`config.mk`:
```
export PLATFORM = sky130hd
export DESIGN_NAME = ins_sequencer
export DESIGN_NICKNAME = d
export VERILOG_FILES = /design/src/rtl/ins_sequencer.sv
export SDC_FILE = /design/constraint.sdc
export NUM_CORES = 1
export LEC_CHECK = 0
export BUFFER_PORTS_ARGS = -buffer_cell sky130_fd_sc_hd__buf_2
export CAP_MARGIN = 20
export CORE_ASPECT_RATIO = 1.5
export CORE_MARGIN = 8
export CORE_UTILIZATION = 45
export CTS_CLUSTER_SIZE = 8
export DETAILED_ROUTE_END_ITERATION = 16
export PLACE_DENSITY = 0.82
export SETUP_SLACK_MARGIN = 0.5
export SYNTH_ARGS = -nofsm -noshare
export SYNTH_HDL_FRONTEND = slang
export SYNTH_SLANG_ARGS = --single-unit
```
`constraint.sdc`:
```
create_clock -name clk -period 1.5 [get_ports clk]
set_input_delay 0.15 -clock clk [delete_from_list [all_inputs] [get_ports clk]]
set_output_delay 0.15 -clock clk [all_outputs]
set_load 0.01 [all_outputs]
```
`src/rtl/ins_sequencer.sv`:
```
// ins_sequencer: fetch/decode/execute/writeback instruction sequencer.
//
// Ports:
//   clk, reset       rising-edge clock, synchronous active-high reset
//   run              allows a new instruction to start (sampled in IDLE and WB)
//   mem_ready        ins_word is valid during FETCH
//   ins_word[15:0]   instruction word from memory
//   alu_done         multi-cycle ALU operation finished (looked at only in EXEC)
//   pc[15:0]         fetch address
//   mem_req          fetch request (high in FETCH)
//   ir[15:0]         latched instruction
//   state[2:0]       IDLE=0 FETCH=1 DECODE=2 EXEC=3 WB=4 HALT=5
//   alu_start        one-cycle ALU launch (DECODE of an ALU-class op)
//   reg_we           register-file write enable (WB of an ALU-class op)
//   ins_done         one-cycle retire pulse (WB)
//   halted           sequencer stopped (HALT)
//   fetch_err        sticky fetch timeout flag
//
// Build option: define VR16_FETCH_TIMEOUT_EN to halt with fetch_err after
// TIMEOUT_CYCLES stalled FETCH cycles. Without it FETCH waits forever and
// fetch_err is tied to 0.
module ins_sequencer #(
  parameter logic [15:0] RESET_PC       = 16'h0000,
  parameter int unsigned TIMEOUT_CYCLES = 16
) (
  input  logic        clk,
  input  logic        reset,
  input  logic        run,
  input  logic        mem_ready,
  input  logic [15:0] ins_word,
  input  logic        alu_done,
  output logic [15:0] pc,
  output logic        mem_req,
  output logic [15:0] ir,
  output logic [2:0]  state,
  output logic        alu_start,
  output logic        reg_we,
  output logic        ins_done,
  output logic        halted,
  output logic        fetch_err
);

  localparam int unsigned CNT_W = 16;

  typedef enum logic [2:0] {
    S_IDLE   = 3'd0,
    S_FETCH  = 3'd1,
    S_DECODE = 3'd2,
    S_EXEC   = 3'd3,
    S_WB     = 3'd4,
    S_HALT   = 3'd5
  } state_t;

  state_t      r_state;
  logic [15:0] r_pc;
  logic [15:0] r_ir;
  logic        r_mem_req;
  logic        r_alu_start;
  logic        r_reg_we;
  logic        r_ins_done;
  logic        r_halted;

  // Opcode classes of the latched instruction
  logic w_is_alu;
  logic w_is_jmp;
  logic w_is_halt;
  assign w_is_alu  = ~r_ir[15];
  assign w_is_jmp  = (r_ir[15:12] == 4'hE);
  assign w_is_halt = (r_ir[15:12] == 4'hF);

`ifdef VR16_FETCH_TIMEOUT_EN
  logic [CNT_W-1:0] r_tmo_cnt;
  logic             r_fetch_err;
`else
  logic w_unused_cfg;
  assign w_unused_cfg = (TIMEOUT_CYCLES == 0) || (CNT_W == 0);
`endif

  // Sequencer: outputs are registered alongside the state they belong to,
  // so each transition also loads the Moore outputs of the target state.
  always_ff @(posedge clk) begin
    if (reset) begin
      r_state     <= S_IDLE;
      r_pc        <= RESET_PC;
      r_ir        <= 16'h0000;
      r_mem_req   <= 1'b0;
      r_alu_start <= 1'b0;
      r_reg_we    <= 1'b0;
      r_ins_done  <= 1'b0;
      r_halted    <= 1'b0;
`ifdef VR16_FETCH_TIMEOUT_EN
      r_tmo_cnt   <= '0;
      r_fetch_err <= 1'b0;
`endif
    end else begin
      r_mem_req   <= 1'b0;
      r_alu_start <= 1'b0;
      r_reg_we    <= 1'b0;
      r_ins_done  <= 1'b0;
      case (r_state)
        S_IDLE: begin
          if (run) begin
            r_state   <= S_FETCH;
            r_mem_req <= 1'b1;
`ifdef VR16_FETCH_TIMEOUT_EN
            r_tmo_cnt <= '0;
`endif
          end
        end
        S_FETCH: begin
          if (mem_ready) begin
            r_ir        <= ins_word;
            r_pc        <= r_pc + 16'd1;
            r_state     <= S_DECODE;
            r_alu_start <= ~ins_word[15];
          end else begin
`ifdef VR16_FETCH_TIMEOUT_EN
            // This stalled cycle is the TIMEOUT_CYCLES-th one
            if (r_tmo_cnt == CNT_W'(TIMEOUT_CYCLES - 1)) begin
              r_state     <= S_HALT;
              r_halted    <= 1'b1;
              r_fetch_err <= 1'b1;
            end else begin
              r_tmo_cnt <= r_tmo_cnt + CNT_W'(1);
              r_mem_req <= 1'b1;
            end
`else
            r_mem_req <= 1'b1;
`endif
          end
        end
        S_DECODE: begin
          if (w_is_halt) begin
            r_state  <= S_HALT;
            r_halted <= 1'b1;
          end else if (w_is_alu) begin
            r_state <= S_EXEC;
          end else begin
            r_state    <= S_WB;
            r_ins_done <= 1'b1;
          end
        end
        S_EXEC: begin
          if (alu_done) begin
            r_state    <= S_WB;
            r_ins_done <= 1'b1;
            r_reg_we   <= 1'b1;
          end
        end
        S_WB: begin
          if (w_is_jmp) begin
            r_pc <= {4'h0, r_ir[11:0]};
          end
          if (run) begin
            r_state   <= S_FETCH;
            r_mem_req <= 1'b1;
`ifdef VR16_FETCH_TIMEOUT_EN
            r_tmo_cnt <= '0;
`endif
          end else begin
            r_state <= S_IDLE;
          end
        end
        S_HALT: begin
          r_state <= S_HALT;
        end
        default: begin
          r_state <= S_IDLE;
        end
      endcase
    end
  end

  assign pc        = r_pc;
  assign ir        = r_ir;
  assign state     = r_state;
  assign mem_req   = r_mem_req;
  assign alu_start = r_alu_start;
  assign reg_we    = r_reg_we;
  assign ins_done  = r_ins_done;
  assign halted    = r_halted;
`ifdef VR16_FETCH_TIMEOUT_EN
  assign fetch_err = r_fetch_err;
`else
  assign fetch_err = 1'b0;
`endif

endmodule

```
==> impl_summary.log, run 1 <==
[metrics] via density per instance: ~5.9
[metrics] synthesized netlist net count: 264
[metrics] Yosys warning count: 0
[metrics] end of the critical path: pc[15]
[metrics] count of nets left with antenna violations after detail routing: 0
[metrics] post-synth top area cell: sky130_fd_sc_hd__dfxtp_1
[metrics] clock-pin slew of the registers on the worst-case setup and hold paths: 0.08 ns
[metrics] DIE HEIGHT: 96.56 µm
[metrics] overall routing resource usage: 20.33%
[metrics] number of buffers added by the clock tree synthesis step: 5
[metrics] die area: 6731 µm²
[metrics] ratio of cells with drive above 1 in the final layout: 55.14%
[metrics] Worst Clk Skew: 0.001809 ns
[metrics] Clock Latency Late Sink: 0.30 ns
[metrics] FILL cells: approximately 270
[metrics] commonest register cell after synthesis: sky130_fd_sc_hd__dfxtp_1
[metrics] #FFs+latches synth: 40
[metrics] EDFF count, synth: 0
[metrics] RR Endpoint: pc[15]
[metrics] Detailed Place HPWL: ~4.6 mm
[metrics] depth of the most critical reg-to-reg path: 4
[metrics] first-pass iteration count of the detailed router: 5
[metrics] total number of clock tree sinks: 40
[metrics] synthesis-to-layout area growth: 66.77%
[metrics] number of instances in the synthesized netlist: roughly 240
[metrics] post-synthesis area per instance: 8.045 µm²
[metrics] Setup crit start: pc[3]
[metrics] DRT Wirelength: around 7.4 mm
[metrics] minimum setup slack in the final design: -0.06366 ns
[metrics] port bufs: 60
[metrics] number of different library cells in the post-synthesis netlist: 54
[metrics] Finished Layout Cells: 396
[metrics] setup TNS after final layout: -0.1580 ns
[metrics] failing checks: setup timing
[metrics] worst hold path type: input port to register
[metrics] number of antenna violations at the first check in global routing: 0
[metrics] unrepaired setup endpoints after global routing: true
[metrics] final-report hold violation count: 0
[metrics] Max Clock Freq: 639.5 MHz
[metrics] run status: finished with violations
[metrics] Worst Hold Slack: 0.04128 ns
[metrics] DRT iter0 DRCs: 200
[metrics] maxcap violations: 0
[metrics] register area share after synthesis: around 41%
[metrics] worst setup path class: register to register
[metrics] data required time at the worst endpoint: 1.75 ns
[metrics] fraction of synthesized cell area taken by the top area cell type: 41.13%
[metrics] Post-Synthesis Cell Area: 1947 µm²
[metrics] endpoint class of the critical path: register
[metrics] antenna diode count: 0
[metrics] number of setup violations in the final report: 5
[metrics] effective utilization at floorplan: 46.25%
[metrics] number of design rule violations left after detail routing: 0
[metrics] htree depth: 2
[metrics] Clock Tree Root: sky130_fd_sc_hd__clkbuf_8
[metrics] maximum number of pins on one net before global-route repair: 26
[metrics] gr ovfl total: 0
[metrics] placeable core region: between 4000 and 5000 µm²
[metrics] first-pass GRT wire length: 11.36 mm
[metrics] total vias in the final route: approximately 2.3k
[metrics] FF-to-FF setup slack: -0.06 ns
[metrics] top fanout value on the critical path: 3
[metrics] final critical-path required period: about 1.6 ns
[metrics] gp weighted congestion: 0.9242
[metrics] TritonCTS clock tree: done
[metrics] nature of the critical path startpoint: register
[metrics] number of global-route vias before repair: 2,435
[metrics] final period utilization: 104.2%
[metrics] cell area power density: 787.0 nW/µm²
[metrics] maximum root-to-sink buffer count: 2
[metrics] net total in the final layout: 371
[metrics] placement row count: 29
[metrics] final count of pins violating max slew: 0
[metrics] leakage power: 1.388 nW
[metrics] largest cells by area after synthesis: sky130_fd_sc_hd__dfxtp_1 (41%), sky130_fd_sc_hd__nand2_1 (9.3%), sky130_fd_sc_hd__a21oi_1 (6.7%)
[metrics] arrival time of data at the critical path endpoint: about 1.8 ns
[metrics] Placed Instances: 371
[metrics] width of the die: 69.71 µm
[metrics] ys async rst share: 0%
[metrics] IO Pins: 62
[metrics] routed wirelength normalized by instance count: 18.57 µm
[metrics] maximum ir drop on the vdd rail: 696.7 µV
[metrics] worst flop-to-flop path startpoint: pc[3]
==> registers in the layout, summed over array words and instances, names as in the netlist <==
name       count
mem_req        1
ins_done       1
reg_we         1
alu_start      1
pc            16
ir            16
state          3
halted         1
==> how the worst min path moves through the flow <==
stage | from | end | cells past startpoint
final | ins_word[15] | alu_start | 2
after floorplan | ins_word[15] | alu_start | 1
after detailed placement | ins_word[15] | alu_start | 2
after global routing | ins_word[15] | alu_start | 2
after CTS | ins_word[15] | alu_start | 2
after global placement | ins_word[15] | alu_start | 2
==> where the power goes <==
part	switching [W]	total, W	internal [W]
Clock	0.000392	0.000923	0.000531
Sequential	0.0000506	0.00115	0.00110
Combinational	0.000251	0.000481	0.000230
==> logic make-up after synthesis <==
| group | count (synthesis) | synth area share (%) |
|---|---|---|
| AO/OA/AOI/OAI | 66 | 21.92 |
| adder cells (fa/ha/maj) | 1 | 0.6426 |
| buffers and inverters | 21 | 5.591 |
| flip-flops | 40 | 41.13 |
| multiplexers | 2 | 1.028 |
| other | 1 | 0.1926 |
| AND/OR/NAND/NOR | 111 | 29.50 |
==> what timing repair did <==
item	CTS	global route
buffers inserted	7	9
pin swaps	11	15
setup endpoints to repair	55	58
gates resized for setup	59	37
cloned	1	0
hold buffers	0	0
==> metrics by stage <==
| step | power, W | utilization (%) | area, µm² | worst slack, ns |
|---|---|---|---|---|
| after floorplan | 0.001393 | - | 2116 | -0.1564 |
| after global placement | 0.001525 | 62.40 | 2626 | -0.01220 |
| after detailed placement | 0.001533 | 62.40 | 2626 | -0.01568 |
| after CTS | 0.002491 | 72.09 | 3034 | -0.05544 |
| after global routing | 0.002645 | 77.14 | 3247 | -0.1009 |
| final | 0.002555 | 77.14 | 3247 | -0.06366 |
==> layer usage <==
layer | routed length (µm) | share of wire (%) | vias up | GRT usage [%]
met5 | 0 | 0 | - | 0
met4 | 334 | 4.5 | 0 | 13.45
met2 | 3947 | 54 | 110 | 37.93
li1 | - | - | 1084 | -
met3 | 431 | 5.9 | 34 | 5.317
met1 | 2642 | 36 | 1099 | 19.54
==> layout make-up <==
type | instances | area [µm²] | area share, %
flip-flops and latches | 40 | 855.8 | 26.36
repair buffers | 118 | 914.6 | 28.17
well taps | 46 | 57.56 | 1.773
inverters | 3 | 11.26 | 0.3468
multi-input cells | 181 | 1285 | 39.58
clock buffers | 8 | 122.6 | 3.777
==> critical path, stage by stage (launching register included) <==
cell                      delay (ns)
sky130_fd_sc_hd__dfxtp_4        0.38
sky130_fd_sc_hd__nand4_4        0.10
sky130_fd_sc_hd__or4_4          0.55
sky130_fd_sc_hd__or4_1          0.41
sky130_fd_sc_hd__nand2_1        0.07
==> layout by cell type, fill, tap and decap left out, drive strengths merged, types with 2 or more instances in the layout <==
cell    instances
a21oi          27
dfxtp          40
and2            5
o211ai          5
mux2i           2
nand4           4
o31ai           2
nor3            7
nor3b           3
nand2          48
buf           118
and3            4
a32o            3
nor2           15
o21ai          14
nand2b          3
nand3           6
a31oi           2
inv             2
clkbuf          8
a21o            2
nor4            4
or4             3
==> Yosys cell counts (all sizes together) (4+ instances only) <==
cell type,count
a21oi,27
buf,10
o211ai,5
nor2,15
nand2,48
dfxtp,40
clkbuf,8
nand3,6
o21ai,14
nor3,7
and2,5
nor4,4
nand4,4
and3,4
No activity file was read; power rests on OpenSTA's default activity.
==> inputs of run 2 (changes only) <==
Settings changed: ABC_CLOCK_PERIOD_IN_PS set to 1500, CELL_PAD_IN_SITES_DETAIL_PLACEMENT set to 1, CELL_PAD_IN_SITES_GLOBAL_PLACEMENT set to 2, CORE_MARGIN 8 to 3, CORE_UTILIZATION 45 to 25, PLACE_DENSITY 0.82 to 0.81.
==> impl_summary.log, run 2 (synthesis gave the netlist of run 1 again) <==
[metrics] worst setup path class: register to register (unchanged)
[metrics] count of nets left with antenna violations after detail routing: 0 (unchanged)
[metrics] Clock Tree Root: sky130_fd_sc_hd__clkbuf_8 (unchanged)
[metrics] width of the die: 78.06 µm (was 69.71 µm)
[metrics] final-report hold violation count: 0 (unchanged)
[metrics] final critical-path required period: 1.623 ns (was 1.564 ns)
[metrics] unrepaired setup endpoints after global routing: true (unchanged)
[metrics] Clock Latency Late Sink: 0.31 ns (was 0.30 ns)
[metrics] first-pass GRT wire length: 11.94 mm (was 11.36 mm)
[metrics] number of antenna violations at the first check in global routing: 0 (unchanged)
[metrics] antenna diode count: 0 (unchanged)
[metrics] routed wirelength normalized by instance count: 16.71 µm (was 18.57 µm)
[metrics] clock-pin slew of the registers on the worst-case setup and hold paths: 0.09 ns (was 0.08 ns)
[metrics] worst flop-to-flop path startpoint: state[1] (was pc[3])
[metrics] first-pass iteration count of the detailed router: 4 (was 5)
[metrics] final non-filler cell area: 3617 µm² (was 3247 µm²)
[metrics] commonest non-fill, non-tap cells in the layout: sky130_fd_sc_hd__buf_6 (52), sky130_fd_sc_hd__buf_2 (41), sky130_fd_sc_hd__buf_4 (33) (was sky130_fd_sc_hd__buf_2 (47), sky130_fd_sc_hd__nand2_1 (44), sky130_fd_sc_hd__buf_6 (39))
[metrics] ratio of cells with drive above 1 in the final layout: 65.66% (was 55.14%)
[metrics] via density per instance: 4.991 (was 5.876)
[metrics] Power Total: 0.002615 W (was 0.002555 W)
[metrics] DIE HEIGHT: 114.1 µm (was 96.56 µm)
[metrics] Max Clock Freq: 616.1 MHz (was 639.5 MHz)
[metrics] leakage power: 1.481 nW (was 1.388 nW)
[metrics] maxcap violations: 0 (unchanged)
[metrics] top fanout value on the critical path: 6 (was 3)
[metrics] number of buffers added by the clock tree synthesis step: 5 (unchanged)
[metrics] endpoint class of the critical path: register (unchanged)
[metrics] total vias in the final route: 2,316 (was 2,327)
[metrics] number of global-route vias before repair: 2,423 (was 2,435)
[metrics] number of setup violations in the final report: 13 (was 5)
[metrics] final period utilization: 108.2% (was 104.2%)
[metrics] arrival time of data at the critical path endpoint: 1.83 ns (was 1.81 ns)
[metrics] WHS Path Cells: 2 (unchanged)
[metrics] failing checks: setup timing (unchanged)
[metrics] data required time at the worst endpoint: 1.71 ns (was 1.75 ns)
[metrics] final count of pins violating max slew: 0 (unchanged)
[metrics] gr ovfl total: 0 (unchanged)
[metrics] die area: 8905 µm² (was 6731 µm²)
[metrics] IO Pins: 62 (unchanged)
[metrics] placeable core region: 7417 µm² (was 4209 µm²)
[metrics] gp weighted congestion: 0.7962 (was 0.9242)
[metrics] minimum setup slack in the final design: -0.1231 ns (was -0.06366 ns)
[metrics] hold worst-path end: alu_start (unchanged)
[metrics] htree depth: 2 (unchanged)
[metrics] maximum root-to-sink buffer count: 2 (unchanged)
[metrics] effective utilization at floorplan: 26.25% (was 46.25%)
[metrics] port bufs: 60 (unchanged)
[metrics] TritonCTS clock tree: done (unchanged)
[metrics] DRT Wirelength: 7.753 mm (was 7.355 mm)
[metrics] cell area power density: 722.8 nW/µm² (was 787.0 nW/µm²)
[metrics] origin of the worst min-delay path: ins_word[15] (unchanged)
[metrics] worst hold path type: input port to register (unchanged)
[metrics] FILL cells: 876 (was 267)
[metrics] synthesis-to-layout area growth: 85.80% (was 66.77%)
[metrics] RR Endpoint: pc[1] (was pc[15])
[metrics] nature of the critical path startpoint: register (unchanged)
[metrics] instance area at placement: 2744 µm² (was 2626 µm²)
[metrics] number of design rule violations left after detail routing: 0 (unchanged)
[metrics] commonest non-fill, non-tap cell in the layout: sky130_fd_sc_hd__buf_6 (was sky130_fd_sc_hd__buf_2)
[metrics] DRT iter0 DRCs: 83 (was 200)
[metrics] maximum number of pins on one net before global-route repair: 20 (was 26)
[metrics] FF-to-FF setup slack: -0.12 ns (was -0.06 ns)
[metrics] run status: finished with violations (unchanged)
[metrics] placement row count: 38 (was 29)
[metrics] total number of clock tree sinks: 40 (unchanged)
[metrics] Detailed Place HPWL: 5.297 mm (was 4.583 mm)
[metrics] net total in the final layout: 385 (was 371)
[metrics] depth of the most critical reg-to-reg path: 5 (was 4)
[metrics] Worst Clk Skew: 0.007935 ns (was 0.001809 ns)
[metrics] maximum ir drop on the vdd rail: 406.7 µV (was 696.7 µV)
[metrics] overall routing resource usage: 16.59% (was 20.33%)
==> run 2: cell types whose count changed in the layout (fill, tap and decap cells not counted), sizes merged <==
cell,before,now
buf,118,132
clkbuf,8,6
clkinv,1,2
clkinvlp,0,1
==> run 2: worst max path at each step <==
| stage | slack, ns | start | endpoint |
|---|---|---|---|
| after floorplan | -0.16 | state[2] | pc[11] |
| after global placement | -0.02 | pc[11] | pc[15] |
| after detailed placement | -0.09 | pc[11] | pc[15] |
| after CTS | -0.06 | pc[6] | pc[15] |
| after global routing | -0.15 | state[1] | pc[1] |
| final | -0.12 | state[1] | pc[1] |
==> run 2: area by class of cell <==
class,count,area [µm²],area share (%)
timing repair buffer,132,1149,31.75
clock buffer,6,93.84,2.594
sequential,40,873.3,24.14
multi-input combinational,181,1353,37.39
tap,100,125.1,3.459
clock inverter,2,12.51,0.3459
inverter,3,11.26,0.3113
==> run 2: metrics by stage <==
stage	hold slack [ns]	util, %	setup WS, ns	setup TNS, ns	std cells
after floorplan	0.2197	-	-0.1564	-0.5499	242
after detailed placement	0.3386	36.99	-0.09059	-0.1764	430
after global routing	0.01192	48.77	-0.1481	-1.219	464
after CTS	0.01138	43.76	-0.05831	-0.1393	445
final	0.007580	48.77	-0.1231	-0.4748	464
after global placement	0.3376	36.99	-0.01619	-0.03558	430
==> run 2: metal layers <==
metal | share of wire [%] | vias to the layer above | global-route usage, %
li1 | - | 1116 | -
met1 | 38 | 1138 | 18.73
met2 | 56 | 51 | 31.24
met3 | 3.4 | 11 | 2.756
met4 | 1.9 | 0 | 5.368
met5 | 0 | - | 0
==> run 2: report_power, final <==
group | switching (W) | leakage [nW] | total (W) | internal, W
clock | 0.000427 | 0.0523 | 0.000853 | 0.000426
sequential | 0.0000556 | 0.344 | 0.00116 | 0.00110
combinational | 0.000287 | 1.08 | 0.000606 | 0.000319
total | 0.000770 | 1.48 | 0.00261 | 0.00185
==> run 2: worst max-delay path, stage by stage (launching register included) <==
cell,delay [ns]
sky130_fd_sc_hd__dfxtp_4,0.37
sky130_fd_sc_hd__or4bb_4,0.59
sky130_fd_sc_hd__o21ai_4,0.11
sky130_fd_sc_hd__buf_6,0.16
sky130_fd_sc_hd__nor2_4,0.04
sky130_fd_sc_hd__a311oi_2,0.24
==> run 2: repair_timing <==
item	4_1_cts	5_1_grt
setup endpoints to repair	59	71
gates resized for setup	93	59
setup buffers	7	19
hold buffers	0	0
pin swaps	21	20
